### src/rtl/uart_pkg.sv
// Shared UART types and defaults.
// The PARITY state exists only when UART_TX_PARITY_EN is defined.
package uart_pkg;

   localparam int unsigned DEFAULT_DATA_WIDTH   = 8;
   localparam int unsigned DEFAULT_CLKS_PER_BIT = 868;
   localparam logic        UART_IDLE_LEVEL      = 1'b1;

   typedef enum logic [2:0] {
      IDLE,
      FETCH,
      LOAD,
      START,
      DATA,
`ifdef UART_TX_PARITY_EN
      PARITY,
`endif
      STOP
   } tx_state_t;

endpackage

### src/rtl/uart_baud_gen.sv
// Bit-period divisor: tick marks the last clock of each bit period.
// clear restarts the period so a new frame starts on a clean boundary.
module uart_baud_gen
   import uart_pkg::*;
#(
   parameter int unsigned CLKS_PER_BIT = DEFAULT_CLKS_PER_BIT
) (
   input  logic clock,
   input  logic reset,
   input  logic clear,
   output logic tick
);

   localparam int unsigned CNT_W = (CLKS_PER_BIT > 1) ? $clog2(CLKS_PER_BIT) : 1;
   localparam logic [CNT_W-1:0] LAST = CNT_W'(CLKS_PER_BIT - 1);

   logic [CNT_W-1:0] count_q;

   always_ff @(posedge clock or posedge reset) begin
      if (reset) begin
         count_q <= '0;
      end else if (clear || (count_q == LAST)) begin
         count_q <= '0;
      end else begin
         count_q <= count_q + CNT_W'(1);
      end
   end

   assign tick = (count_q == LAST) && !clear;

endmodule

### src/rtl/uart_tx.sv
// UART transmitter draining a byte FIFO into 8N1 (or 8E1) frames, LSB first.
// Define UART_TX_PARITY_EN to insert an even-parity bit before the stop bits.
module uart_tx
   import uart_pkg::*;
#(
   parameter int unsigned DATA_WIDTH   = DEFAULT_DATA_WIDTH,
   parameter int unsigned CLKS_PER_BIT = DEFAULT_CLKS_PER_BIT,
   parameter int unsigned STOP_BITS    = 1
) (
   input  logic                  clock,
   input  logic                  reset,
   input  logic                  fifo_empty,
   input  logic [DATA_WIDTH-1:0] fifo_data,
   output logic                  fifo_pop,
   output logic                  tx,
   output logic                  busy
);

   localparam int unsigned IDX_W = (DATA_WIDTH > 1) ? $clog2(DATA_WIDTH) : 1;
   localparam logic [IDX_W-1:0] LAST_BIT  = IDX_W'(DATA_WIDTH - 1);
   localparam logic [IDX_W-1:0] LAST_STOP = IDX_W'(STOP_BITS - 1);

   tx_state_t             state_q, state_d;
   logic [DATA_WIDTH-1:0] shift_q, shift_d;
   logic [IDX_W-1:0]      idx_q, idx_d;
   logic                  tx_q, tx_d;
   logic                  pop_q, pop_d;
   logic                  busy_q;
   logic                  baud_clear;
   logic                  baud_tick;
`ifdef UART_TX_PARITY_EN
   logic                  parity_q, parity_d;
`endif

   uart_baud_gen #(
      .CLKS_PER_BIT(CLKS_PER_BIT)
   ) u_baud (
      .clock(clock),
      .reset(reset),
      .clear(baud_clear),
      .tick (baud_tick)
   );

   always_comb begin
      state_d    = state_q;
      shift_d    = shift_q;
      idx_d      = idx_q;
      tx_d       = tx_q;
      pop_d      = 1'b0;
      baud_clear = 1'b0;
`ifdef UART_TX_PARITY_EN
      parity_d   = parity_q;
`endif
      case (state_q)
         IDLE: begin
            tx_d = UART_IDLE_LEVEL;
            if (!fifo_empty) begin
               pop_d   = 1'b1;
               state_d = FETCH;
            end
         end
         // The FIFO presents the popped byte during LOAD.
         FETCH: state_d = LOAD;
         LOAD: begin
            shift_d    = fifo_data;
            tx_d       = ~UART_IDLE_LEVEL;
            baud_clear = 1'b1;
            state_d    = START;
`ifdef UART_TX_PARITY_EN
            parity_d   = ^fifo_data;
`endif
         end
         START: begin
            if (baud_tick) begin
               tx_d    = shift_q[0];
               idx_d   = '0;
               state_d = DATA;
            end
         end
         DATA: begin
            if (baud_tick) begin
               if (idx_q == LAST_BIT) begin
                  idx_d   = '0;
`ifdef UART_TX_PARITY_EN
                  tx_d    = parity_q;
                  state_d = PARITY;
`else
                  tx_d    = UART_IDLE_LEVEL;
                  state_d = STOP;
`endif
               end else begin
                  shift_d = shift_q >> 1;
                  tx_d    = shift_d[0];
                  idx_d   = idx_q + IDX_W'(1);
               end
            end
         end
`ifdef UART_TX_PARITY_EN
         PARITY: begin
            if (baud_tick) begin
               tx_d    = UART_IDLE_LEVEL;
               state_d = STOP;
            end
         end
`endif
         STOP: begin
            if (baud_tick) begin
               if (idx_q == LAST_STOP) begin
                  state_d = IDLE;
               end else begin
                  idx_d = idx_q + IDX_W'(1);
               end
            end
         end
         default: begin
            tx_d    = UART_IDLE_LEVEL;
            state_d = IDLE;
         end
      endcase
   end

   always_ff @(posedge clock or posedge reset) begin
      if (reset) begin
         state_q  <= IDLE;
         shift_q  <= '0;
         idx_q    <= '0;
         tx_q     <= UART_IDLE_LEVEL;
         pop_q    <= 1'b0;
         busy_q   <= 1'b0;
`ifdef UART_TX_PARITY_EN
         parity_q <= 1'b0;
`endif
      end else begin
         state_q  <= state_d;
         shift_q  <= shift_d;
         idx_q    <= idx_d;
         tx_q     <= tx_d;
         pop_q    <= pop_d;
         busy_q   <= (state_d != IDLE);
`ifdef UART_TX_PARITY_EN
         parity_q <= parity_d;
`endif
      end
   end

   assign fifo_pop = pop_q;
   assign tx       = tx_q;
   assign busy     = busy_q;

endmodule
### config.mk
export PLATFORM = sky130hd
export DESIGN_NAME = uart_tx
export DESIGN_NICKNAME = d
export VERILOG_FILES = /design/src/rtl/uart_pkg.sv /design/src/rtl/uart_baud_gen.sv /design/src/rtl/uart_tx.sv
export SDC_FILE = /design/constraint.sdc
export NUM_CORES = 1
export LEC_CHECK = 0
export BUFFER_PORTS_ARGS = -buffer_cell sky130_fd_sc_hd__buf_2
export CORE_ASPECT_RATIO = 0.5
export CORE_MARGIN = 2
export CORE_UTILIZATION = 52
export CTS_BUF_LIST = sky130_fd_sc_hd__clkbuf_16
export DETAILED_ROUTE_END_ITERATION = 7
export PLACE_DENSITY_LB_ADDON = 0.1
export SETUP_SLACK_MARGIN = 0.2
export SLEW_MARGIN = 20
export SYNTH_ARGS = -nofsm -noshare
export SYNTH_HDL_FRONTEND = slang
export SYNTH_SLANG_ARGS = --single-unit
### constraint.sdc
create_clock -name clock -period 1.9 [get_ports clock]
set_input_delay 0.19 -clock clock [delete_from_list [all_inputs] [get_ports clock]]
set_output_delay 0.19 -clock clock [all_outputs]
set_load 0.01 [all_outputs]
# Word level (Yosys, flattened, before mapping)
# Index checks and enable logic that the tools add are counted.
# word_totals
in_bits	11
word_cells	58
regBits	27
output_inout_bits	3
# op_classes
mux	24
n_eq_ne	12
n_reduce_logical	12
n_bitwise	1
n_addsub	2
# op_table
cell	count
two-way mux 3 bit	11
one-hot mux 3 bit (6 select lines)	1
two-way mux 8 bit	2
one-hot mux 8 bit (2 select lines)	1
adder 10 x 1 -> 10 bit, second input constant	1
equality test 10 bit, second input constant	1
two-way mux 10 bit	1
!= test 2 bit, second input constant	5
equality test 3 bit, second input constant	3
one-hot mux 3 bit (3 select lines)	1
equality test 3 x 2 -> 1 bit, second input constant	2
logical NOT 3 bit	2
two-way mux 1 bit	6
AND reduction 3 bit	2
nonzero test 3 bit	2
AND reduction 5 bit	1
one-hot mux 1 bit (4 select lines)	1
adder 3 x 1 -> 3 bit, second input constant	1
equality test 3 x 1 -> 1 bit, second input constant	1
nonzero test 2 bit	1
OR reduction 2 bit	1
logical AND 1 bit	1
logical NOT 1 bit	1
logical OR 1 bit	1
NOT 1 bit	1

# Logic depth before layout (Yosys ltp)
# Gate-level depths: netlist (run 1).
# logic_depth
word_depth	7
mapped_depth	7
mapped_depth_nobuf	6

# Hierarchy
# A second synthesis (run 1) with hierarchy kept.
# unflattened
hier_cells	138
area_unflattened_um2	1572.8
# modules_own_cells
module	area_per_inst_um2	cells_per_inst	instances	seq_area_each_um2
uart_tx	1014.7	83	1	426.7
uart_baud_gen	558.0	55	1	250.2

# Worst setup path after synthesis (run 1)
# Ideal clock, no wire load.
# synth_path
path_kind	register to register
from	reg idx_q[0]
to	reg shift_q[0]
slack_ns	0.159
path_stages_with_launch	7
period_less_slack_ns	1.741
t_arrival_ns	1.615
path_buffers	1
required_ns	1.775
setup_time_ns	0.125
path_cell_list	dfrtp_1 -> ha_1 -> ha_1 -> nor3_1 -> a32o_1 -> buf_6 -> mux2_4
# synth_via
elab_chain_len	3
# synth_rtl
element	line	source
start: declaration	uart_tx.sv:25	logic [IDX_W-1:0] idx_q, idx_d;
start signal: assignment	uart_tx.sv:136	idx_q <= idx_d;
equality test 3 bit	uart_tx.sv:82	if (idx_q == LAST_BIT) begin
!= test 2 bit (no line)	--	
AND reduction 3 bit (no line)	--	
end signal: assignment	uart_tx.sv:135	shift_q <= shift_d;
end: declaration	uart_tx.sv:24	logic [DATA_WIDTH-1:0] shift_q, shift_d;
# Every way passes these cells.
# A chain may end at the register's enable or synchronous reset.

# Final worst setup path (run 1)
# layout_path
from	reg u_baud.count_q[0]
to	reg shift_q[4]
# layout_via
elab_chain_len	4
# layout_rtl
element	line	source
start: declaration	uart_baud_gen.sv:17	logic [CNT_W-1:0] count_q;
start signal: assignment	uart_baud_gen.sv:25	count_q <= count_q + CNT_W'(1);
equality test 10 bit	uart_baud_gen.sv:29	assign tick = (count_q == LAST) && !clear;
logical AND 1 bit	uart_baud_gen.sv:29	
!= test 2 bit (no line)	--	
AND reduction 3 bit (no line)	--	
# Every way passes these cells.

==> results of run 1 <==
==> what timing repair did <==
action,CTS,global route
gates resized for setup,7,5
setup endpoints to repair,20,21
hold buffers,1,0
pin swaps,5,5
buffers inserted,5,1
endpoints found under the hold margin,26,0
==> per-layer routing <==
| metal | global-route usage | wire length (um) | part of all wire |
|---|---|---|---|
| met5 | 0 | 0 | 0 |
| met3 | 0.0522 | 126 | 0.041 |
| met4 | 0.0414 | 17 | 0.0056 |
| met2 | 0.348 | 1510 | 0.50 |
| met1 | 0.248 | 1390 | 0.46 |
==> through the flow <==
| step | total power, W | worst slack, ns |
|---|---|---|
| floorplan | 0.00121 | 0.201 |
| global placement | 0.00133 | 0.0632 |
| detailed placement | 0.00134 | 0.0305 |
| CTS | 0.00187 | 0.129 |
| global route | 0.00200 | 0.0653 |
| finish | 0.00189 | 0.0981 |
==> cell type report <==
class | count | area (um2) | share of cell area
multi-input cells | 92 | 777 | 0.427
flip-flops and latches | 27 | 677 | 0.372
repair buffers | 29 | 200 | 0.110
clock buffers | 3 | 75.1 | 0.0412
well taps | 37 | 46.3 | 0.0254
inverters | 11 | 41.3 | 0.0227
clock inverters | 1 | 3.75 | 0.00206
==> registers in the layout, summed over array words and instances, names as in the netlist <==
register and count:
u_baud.count_q 10, tx 1, shift_q 8, idx_q 3, fifo_pop 1, state_q 3
busy 1
==> cell usage after synthesis, types with 2 or more instances <==
| master | n | area, um2 |
|---|---|---|
| nor2_1 | 17 | 63.8 |
| ha_1 | 4 | 50.1 |
| nand4_1 | 2 | 12.5 |
| buf_6 | 2 | 22.5 |
| nor4_1 | 2 | 12.5 |
| o21ai_1 | 2 | 10.0 |
| buf_2 | 2 | 10.0 |
| a21o_1 | 2 | 15.0 |
| mux2_1 | 7 | 78.8 |
| a32o_1 | 2 | 20.0 |
| nand2_1 | 5 | 18.8 |
| nor3_1 | 3 | 15.0 |
| and3b_1 | 2 | 17.5 |
| mux2i_1 | 5 | 50.1 |
| xor2_1 | 2 | 17.5 |
| o21ai_0 | 3 | 15.0 |
| nand3_1 | 6 | 30.0 |
| dfrtp_1 | 26 | 651 |
| mux2_4 | 6 | 90.1 |
| xnor2_1 | 6 | 52.6 |
| inv_1 | 11 | 41.3 |
==> critical path, stage by stage, from the launching register on <==
cell,delay [ns]
dfrtp_1,0.39
ha_2,0.19
and4bb_2,0.25
nor2b_4,0.13
a32o_2,0.28
buf_12,0.15
mux2_4,0.30
==> worst min-delay path by stage <==
stage	startpoint	depth (start not counted)	end	slack [ns]
after floorplan	reset	1	busy$_DFF_PP0_	0.24
after global routing	fifo_empty	2	fifo_pop$_DFF_PP0_	0.09
final	fifo_empty	2	fifo_pop$_DFF_PP0_	0.1
after global placement	reset	3	u_baud.count_q[3]$_DFF_PP0_	0.27
after detailed placement	reset	3	u_baud.count_q[3]$_DFF_PP0_	0.27
after CTS	fifo_empty	2	fifo_pop$_DFF_PP0_	0.09
==> kinds of logic (layout without fill, tap and decap cells) <==
group           count (synthesis)  count (layout)  share of synthesized area
fa+ha+maj                       4               4                     0.0337
simple gates                   46              46                      0.184
mux                            18              18                      0.148
buf+inv                        16              44                     0.0523
xor+xnor                        8               8                     0.0472
flops                          27              27                      0.456
compound gates                 16              16                     0.0793
==> power groups by stage <==
stage / combinational (W) / clock, W / sequential, W
final: 0.000574 / 0.000472 / 0.000845
after floorplan: 0.000367 / 0 / 0.000840
after global routing: 0.000629 / 0.000512 / 0.000860
after detailed placement: 0.000484 / 0 / 0.000860
after CTS: 0.000549 / 0.000479 / 0.000842
after global placement: 0.000479 / 0 / 0.000850
==> placed cells by master (no fill, tap or decap), types with 3 or more instances in the layout <==
master     count
buf_2         13
buf_4         14
clkbuf_16      3
dfrtp_1       26
inv_1         12
mux2_1         7
mux2_4         6
mux2i_1        4
nand2_1        4
nand3_1        5
nor2_1        17
o21ai_0        3
xnor2_1        6
==> impl_metrics.toml, run 1 <==
[synthesis]
number_of_synthesized_flops_with_an_enable_pin = 0
ys_flop_type = "dfrtp_1"
yosysUniqueCellTypes = 39
flops_latches_synth = 27
syn_area_per_cell_um2 = 11.0
synth_cells = 135
synth-async-reset-ratio = 1.00
synth-warning-count = 0
syn_nets = 150
syn-cell-area_mm2 = 0.00148
share_of_synthesized_area_occupied_by_flip_flops_and_latches = 0.456

[worst_setup_path]
reg2reg_from = "u_baud.count_q[0]$_DFF_PP0_"
r2r_slack_ns = 0.1
endpoint_of_the_worst_setup_timing_path = "shift_q[4]$_DFFE_PP0P_"
critPathLaunchType = "register"
setup.worst_path.start = "u_baud.count_q[0]$_DFF_PP0_"
worstPathMaxFanout = 8
critical_path_required_ns = 2.04
setup.worst_path.class = "reg2reg"
cp_capture_type = "register"
r2r_cells = 6
worst_ep_arrival_time_ns = 1.95
reg2reg_to = "shift_q[4]$_DFFE_PP0P_"

[sta]
clock_skew_ns = 0.00285
worst_slew_pin_slew_ns = 0.351
period_needed_ns = 1.80
slew_headroom = 0.764
tns_ns = 0
final_setup_violation_count = 0
grt_setup_unrepaired = "true"
final_min_period_over_clock_period = 0.948
clock.fmax_mhz = 555
finalMaxSlewViolations = 0
timing.hold.ws_ns = 0.0954
final_count_of_hold_timing_violations = 0

[route]
dr_total_vias = 1071
antenna_left = 0
drt-vias-per-instance = 5.36
drc_errors = 0
drt_wl_total_mm = 3.04
drtIter0Drc = 84
first_pass_iters = 4
drt-wirelength-per-cell_um = 15.2

[floorplanning]
floorplan.die_area_mm2 = 0.00332
core_area_mm2 = 0.00265
io-pin-count = 14
initial_core_util = 0.560
num_rows = 13
die-height_um = 41.8
die_width_um = 79.5

[global_route]
globalRouteOverflowTotal = 0
first_global_vias = 1105
grt_first_pass_wirelength_mm = 5.06
grt_use_total = 0.198
antenna_found_initial = 0
grt_start_max_net_pins = 28

[power]
clock_power_share = 0.250
power_report.internal_total_w = 0.00134
power_density_mw_per_mm2 = 1040
power.switching_fraction = 0.290
worst_ir_drop_vdd_mv = 0.699
share_seq_of_total_power = 0.447
p_sw_w = 0.000548
power_frac_comb = 0.304
total_leakage_power_nw = 0.853

[clock_network]
ctsLongestPathBuffers = 2
clock_tree.root_cell = "clkbuf_16"
cts_buffers = 3
cts.clk_slew.worst_paths_ns = 0.06
clock_latency_reported_for_the_late_side_of_the_worst_skew_pair_ns = 0.26
tritoncts = "yes"
cts-htree-levels = 1
tritoncts_num_sinks = 27

[final_layout]
nets = 179
area.growth.synth_to_final_pct = 22.7
layout.filler_cells = 197
share_of_layout_cells_above_drive_strength_1 = 0.337
final_design_area_no_fill_mm2 = 0.00182
num_antenna_cells = 0
finalNonFillerCells = 200
finalCoreUtilization = 0.687

[placement]
numPlacedInstances = 189
port_buffer_count = 13
placement.cell_area_mm2 = 0.00165
weighted_congestion_at_the_end_of_routability_driven_global_placement = 0.830
place.detailed.hpwl_mm = 1.98

[outcome]
run_status = "complete, no violations"

[hold_path]
min_path_type = "in2reg"

[job]
maxCapViolations = 0
No activity file was read; power rests on OpenSTA's default activity.
==> run 2, diff against run 1 <==
--- a/config.mk
+++ b/config.mk
@@ -6,13 +6,15 @@
 export NUM_CORES = 1
 export LEC_CHECK = 0
 export BUFFER_PORTS_ARGS = -buffer_cell sky130_fd_sc_hd__buf_2
+export CELL_PAD_IN_SITES_DETAIL_PLACEMENT = 0
+export CELL_PAD_IN_SITES_GLOBAL_PLACEMENT = 1
 export CORE_ASPECT_RATIO = 0.5
 export CORE_MARGIN = 2
-export CORE_UTILIZATION = 52
+export CORE_UTILIZATION = 41
 export CTS_BUF_LIST = sky130_fd_sc_hd__clkbuf_16
 export DETAILED_ROUTE_END_ITERATION = 7
-export PLACE_DENSITY_LB_ADDON = 0.1
-export SETUP_SLACK_MARGIN = 0.2
+export PLACE_DENSITY_LB_ADDON = 0.2
+export SETUP_SLACK_MARGIN = 0.1
 export SLEW_MARGIN = 20
 export SYNTH_ARGS = -nofsm -noshare
 export SYNTH_HDL_FRONTEND = slang
==> impl_metrics.toml, run 2 (synthesized netlist as in run 1, its figures left out) <==
[worst_setup_path]
critPathLaunchType = "register"
worstPathMaxFanout = 8
cp_capture_type = "register"
worst_ep_arrival_time_ns = 1.90
critical_path.slowest_cell = "dfrtp_1"
critical_path_required_ns = 2.05
timing.critical_path.cells = "ha_2 -> and4bb_1 -> nor2b_4 -> a32o_2 -> buf_12 -> mux2_4"
timing.critical_path.slowest_cell_delay_ns = 0.41
setup.worst_path.class = "reg2reg"

[sta]
final_min_period_over_clock_period = 0.924
clock_skew_ns = 0.00241
timing.hold.ws_ns = 0.0889
final_count_of_hold_timing_violations = 0
grt_setup_unrepaired = "true"
period_needed_ns = 1.76
clock.fmax_mhz = 570
slew_headroom = 0.763
final_setup_violation_count = 0
worst_slew_pin_slew_ns = 0.355
tns_ns = 0
finalMaxSlewViolations = 0

[route]
first_pass_iters = 4
antenna_left = 0
drtIter0Drc = 40
dr_total_vias = 1038
drt_wl_total_mm = 2.77
drt-vias-per-instance = 4.87
drc_errors = 0
drt-wirelength-per-cell_um = 13.0

[power]
clock_power_share = 0.258
power_density_mw_per_mm2 = 1010
power_report.internal_total_w = 0.00130
share_seq_of_total_power = 0.469
power.switching_fraction = 0.283
worst_ir_drop_vdd_mv = 0.400
p_sw_w = 0.000515
total_leakage_power_nw = 0.855
power_frac_comb = 0.273

[clock_network]
cts_buffers = 3
cts.clk_slew.worst_paths_ns = 0.06
tritoncts = "yes"
clock_tree.root_cell = "clkbuf_16"
tritoncts_num_sinks = 27
cts-htree-levels = 1
clock_latency_reported_for_the_late_side_of_the_worst_skew_pair_ns = 0.26
ctsLongestPathBuffers = 2

[global_route]
first_global_vias = 1013
grt_start_max_net_pins = 28
grt_first_pass_wirelength_mm = 4.89
antenna_found_initial = 0
grt_use_total = 0.158
globalRouteOverflowTotal = 0

[final_layout]
num_antenna_cells = 0
multiInputGateArea_um2 = 744
layout_commonest_cell = "dfrtp_1"
largest_register_ffs = 10
share_of_layout_cells_above_drive_strength_1 = 0.296
layout.filler_cells = 342
largest-register = "u_baud.count_q"
commonest_cells_after_routing_fill_and_taps_aside = "dfrtp_1 (26), nor2_1 (17), buf_2 (13), buf_4 (13), inv_1 (12)"
nets = 178
regArea_um2 = 677
area.growth.synth_to_final_pct = 21.2
largestRegisters = "u_baud.count_q (10), shift_q (8)"

[floorplanning]
io-pin-count = 14
floorplan.die_area_mm2 = 0.00415
initial_core_util = 0.430
num_rows = 15
core_area_mm2 = 0.00345
die_width_um = 89.1
die-height_um = 46.5

[outcome]
run_status = "complete, no violations"

[placement]
place.detailed.hpwl_mm = 2.02
weighted_congestion_at_the_end_of_routability_driven_global_placement = 0.718
port_buffer_count = 13

[hold_path]
min_path_type = "in2reg"

[job]
maxCapViolations = 0
[run 2: layer usage]
metal,routed length (um),global-route usage,share of wire,vias to the layer above
met3,125,0.0430,0.045,2
li1,-,-,-,524
met1,1450,0.226,0.52,495
met4,9,0.0269,0.0033,0
met5,0,0,0,-
met2,1180,0.244,0.43,17
[run 2: power by group through the flow]
stage	Sequential, W	Combinational (W)	Clock [W]
3_5_place_dp	0.000862	0.000489	0
4_1_cts	0.000852	0.000493	0.000494
2_1_floorplan	0.000839	0.000364	0
5_1_grt	0.000875	0.000562	0.000517
6_report	0.000853	0.000496	0.000469
3_3_place_gp	0.000859	0.000484	0
[run 2: final timing paths]
kind	from	depth (start not counted)	to	slack [ns]
max	u_baud.count_q[0]$_DFF_PP0_	6	shift_q[6]$_DFFE_PP0P_	0.14
min	fifo_empty	2	fifo_pop$_DFF_PP0_	0.09
max reg2reg	u_baud.count_q[0]$_DFF_PP0_	6	shift_q[6]$_DFFE_PP0P_	0.14
min reg2reg	u_baud.count_q[0]$_DFF_PP0_	1	u_baud.count_q[0]$_DFF_PP0_	0.50
max in group asynchronous	reset	4	tx$_DFFE_PP1P_	1.06
min in group asynchronous	reset	4	u_baud.count_q[6]$_DFF_PP0_	0.54
[run 2: area by class of cell]
cell class / instances / area share
clock buffer: 3 / 0.0418
clock inverter: 1 / 0.00209
sequential: 27 / 0.376
timing repair buffer: 28 / 0.107
inverter: 11 / 0.0230
tap: 51 / 0.0355
multi-input combinational: 92 / 0.414
[run 2: worst max-delay path, delay by kind of cell, from the launching register on]
| kind | cells | cell delay, ns |
|---|---|---|
| muxes | 1 | 0.29 |
| adders and majority gates | 1 | 0.20 |
| AOI/OAI and AO/OA | 1 | 0.25 |
| DFF | 1 | 0.41 |
| and+or+nand+nor | 2 | 0.35 |
| buffers and inverters | 1 | 0.14 |
[run 2: through the flow]
stage | setup WS, ns | std cells | power (W) | cell area (um2) | util
after CTS | 0.104 | 209 | 0.00184 | 1760 | 0.510
after detailed placement | 0.0470 | 204 | 0.00135 | 1660 | 0.482
after floorplan | 0.159 | 135 | 0.00120 | 1480 | -
after global routing | 0.0687 | 213 | 0.00195 | 1800 | 0.521
final | 0.144 | 213 | 0.00182 | 1800 | 0.521
after global placement | 0.0872 | 204 | 0.00134 | 1660 | 0.482
[run 2: repair_timing]
action	in CTS	in global routing
setup endpoints to repair	16	18
pin swaps	0	2
hold buffers	1	0
gates resized for setup	3	3
endpoints found under the hold margin	21	0
setup buffers	0	4
==> run 3, diff against run 2 <==
==> constraint.sdc (replaced) <==
create_clock -name clock -period 1.9 [get_ports clock]
set_input_delay 0.38 -clock clock [delete_from_list [all_inputs] [get_ports clock]]
set_output_delay 0.38 -clock clock [all_outputs]
set_load 0.01 [all_outputs]
==> impl_metrics.toml, run 3 (synthesized netlist as in run 1, its figures left out) <==
[outcome]
run_status = "complete, no violations"

[sta]
final_min_period_over_clock_period = 0.924
clock.fmax_mhz = 569
layout_setup_ws_ns = 0.144
clock_skew_ns = 0.00229
worst_slew_pin_slew_ns = 0.352
finalMaxSlewViolations = 0
final_count_of_hold_timing_violations = 0
slew_headroom = 0.765
grt_setup_unrepaired = "true"
final_setup_violation_count = 0
tns_ns = 0
period_needed_ns = 1.76

[placement]
placement.cell_area_mm2 = 0.00166
port_buffer_count = 13
weighted_congestion_at_the_end_of_routability_driven_global_placement = 0.718
place.detailed.hpwl_mm = 2.02
place_ws_ns = 0.0470

[clock_network]
clock_tree.root_cell = "clkbuf_16"
tritoncts = "yes"
clock_latency_reported_for_the_late_side_of_the_worst_skew_pair_ns = 0.26
tritoncts_num_sinks = 27
cts.clk_slew.worst_paths_ns = 0.06
cts_hold_repair.buffers = 0
cts-htree-levels = 1
ctsLongestPathBuffers = 2
cts_buffers = 3

[power]
p_total_w = 0.00182
power_density_mw_per_mm2 = 1020
worst_ir_drop_vdd_mv = 0.400
total_leakage_power_nw = 0.851

[final_layout]
share_of_layout_cells_above_drive_strength_1 = 0.298
largestRegisters = "u_baud.count_q (10), shift_q (8)"
commonest_cells_after_routing_fill_and_taps_aside = "dfrtp_1 (26), nor2_1 (17), buf_2 (13), buf_4 (13), inv_1 (12)"
num_antenna_cells = 0
largest_register_ffs = 10
layout_commonest_cell = "dfrtp_1"
area.growth.synth_to_final_pct = 20.5
final_design_area_no_fill_mm2 = 0.00179
nets = 177
largest-register = "u_baud.count_q"

[floorplanning]
floorplan.die_area_mm2 = 0.00415
io-pin-count = 14
die_width_um = 89.1
num_rows = 15
die-height_um = 46.5
initial_core_util = 0.430
core_area_mm2 = 0.00345

[worst_setup_path]
critPathLaunchType = "register"
worstPathMaxFanout = 8
cp_capture_type = "register"
worst_ep_arrival_time_ns = 1.90
setup.worst_path.class = "reg2reg"
critical_path_required_ns = 2.05

[global_route]
antenna_found_initial = 0
globalRouteOverflowTotal = 0
grtUsageMet2 = 0.241
grt_start_max_net_pins = 28
global_route_track_usage_on_met3 = 0.0430
globalRouteMet1Util = 0.226
first_global_vias = 1008
gr-max-usage-layer = "met2"
grt_use_total = 0.157
grt_first_pass_wirelength_mm = 4.86

[route]
dr_total_vias = 1030
antenna_left = 0
drtIter0Drc = 47
drt-vias-per-instance = 4.86
drt_wl_total_mm = 2.76
drt-wirelength-per-cell_um = 13.0
first_pass_iters = 4
drc_errors = 0

[job]
maxCapViolations = 0

[hold_path]
min_path_type = "in2async"
## run 3: what timing repair did
item | 4_1_cts | 5_1_grt
endpoints found under the setup margin | 16 | 18
resized for setup | 3 | 3
buffers inserted | 0 | 4
pin swaps | 0 | 2
## run 3: layer usage
layer | wire (um) | up-vias
li1 | - | 522
met1 | 1460 | 489
met2 | 1180 | 17
met3 | 120 | 2
met4 | 9 | 0
met5 | 0 | -
## run 3: where the power goes
part,switching (W),internal (W),total [W]
combinational,0.000205,0.000290,0.000495
clock,0.000188,0.000282,0.000469
sequential,0.000122,0.000730,0.000853
## run 3: worst max-delay path: stages (launching register included)
cell and delay [ns]:
dfrtp_1 0.41, ha_2 0.20, and4bb_1 0.21, nor2b_4 0.14, a32o_2 0.25, buf_12 0.14
mux2_4 0.29
## run 3: path summary, 6_finish.rpt
kind | startpoint | to | cells after the start | slack, ns
setup reg to reg | u_baud.count_q[0]$_DFF_PP0_ | shift_q[6]$_DFFE_PP0P_ | 6 | 0.14
max in group asynchronous | reset | tx$_DFFE_PP1P_ | 3 | 1.43
min in group clock | fifo_empty | fifo_pop$_DFF_PP0_ | 2 | 0.28
setup / recovery | u_baud.count_q[0]$_DFF_PP0_ | shift_q[6]$_DFFE_PP0P_ | 6 | 0.14
hold / removal | reset | u_baud.count_q[6]$_DFF_PP0_ | 3 | 0.18
hold reg to reg | u_baud.count_q[0]$_DFF_PP0_ | u_baud.count_q[0]$_DFF_PP0_ | 1 | 0.50
## run 3: layout make-up
| cell class | instances | area (um2) |
|---|---|---|
| multi-input cells | 92 | 744 |
| flip-flops and latches | 27 | 677 |
| clock buffers | 3 | 75.1 |
| repair buffers | 27 | 183 |
| clock inverters | 1 | 3.75 |
| inverters | 11 | 41.3 |
| fillers | 341 | 1670 |
| well taps | 51 | 63.8 |
## run 3: stage by stage
stage                util  hold slack [ns]  instances
floorplan               -            0.432        135
global placement    0.482            0.458        204
detailed placement  0.482            0.469        204
CTS                 0.507            0.188        208
global route        0.518            0.215        212
finish              0.518            0.176        212
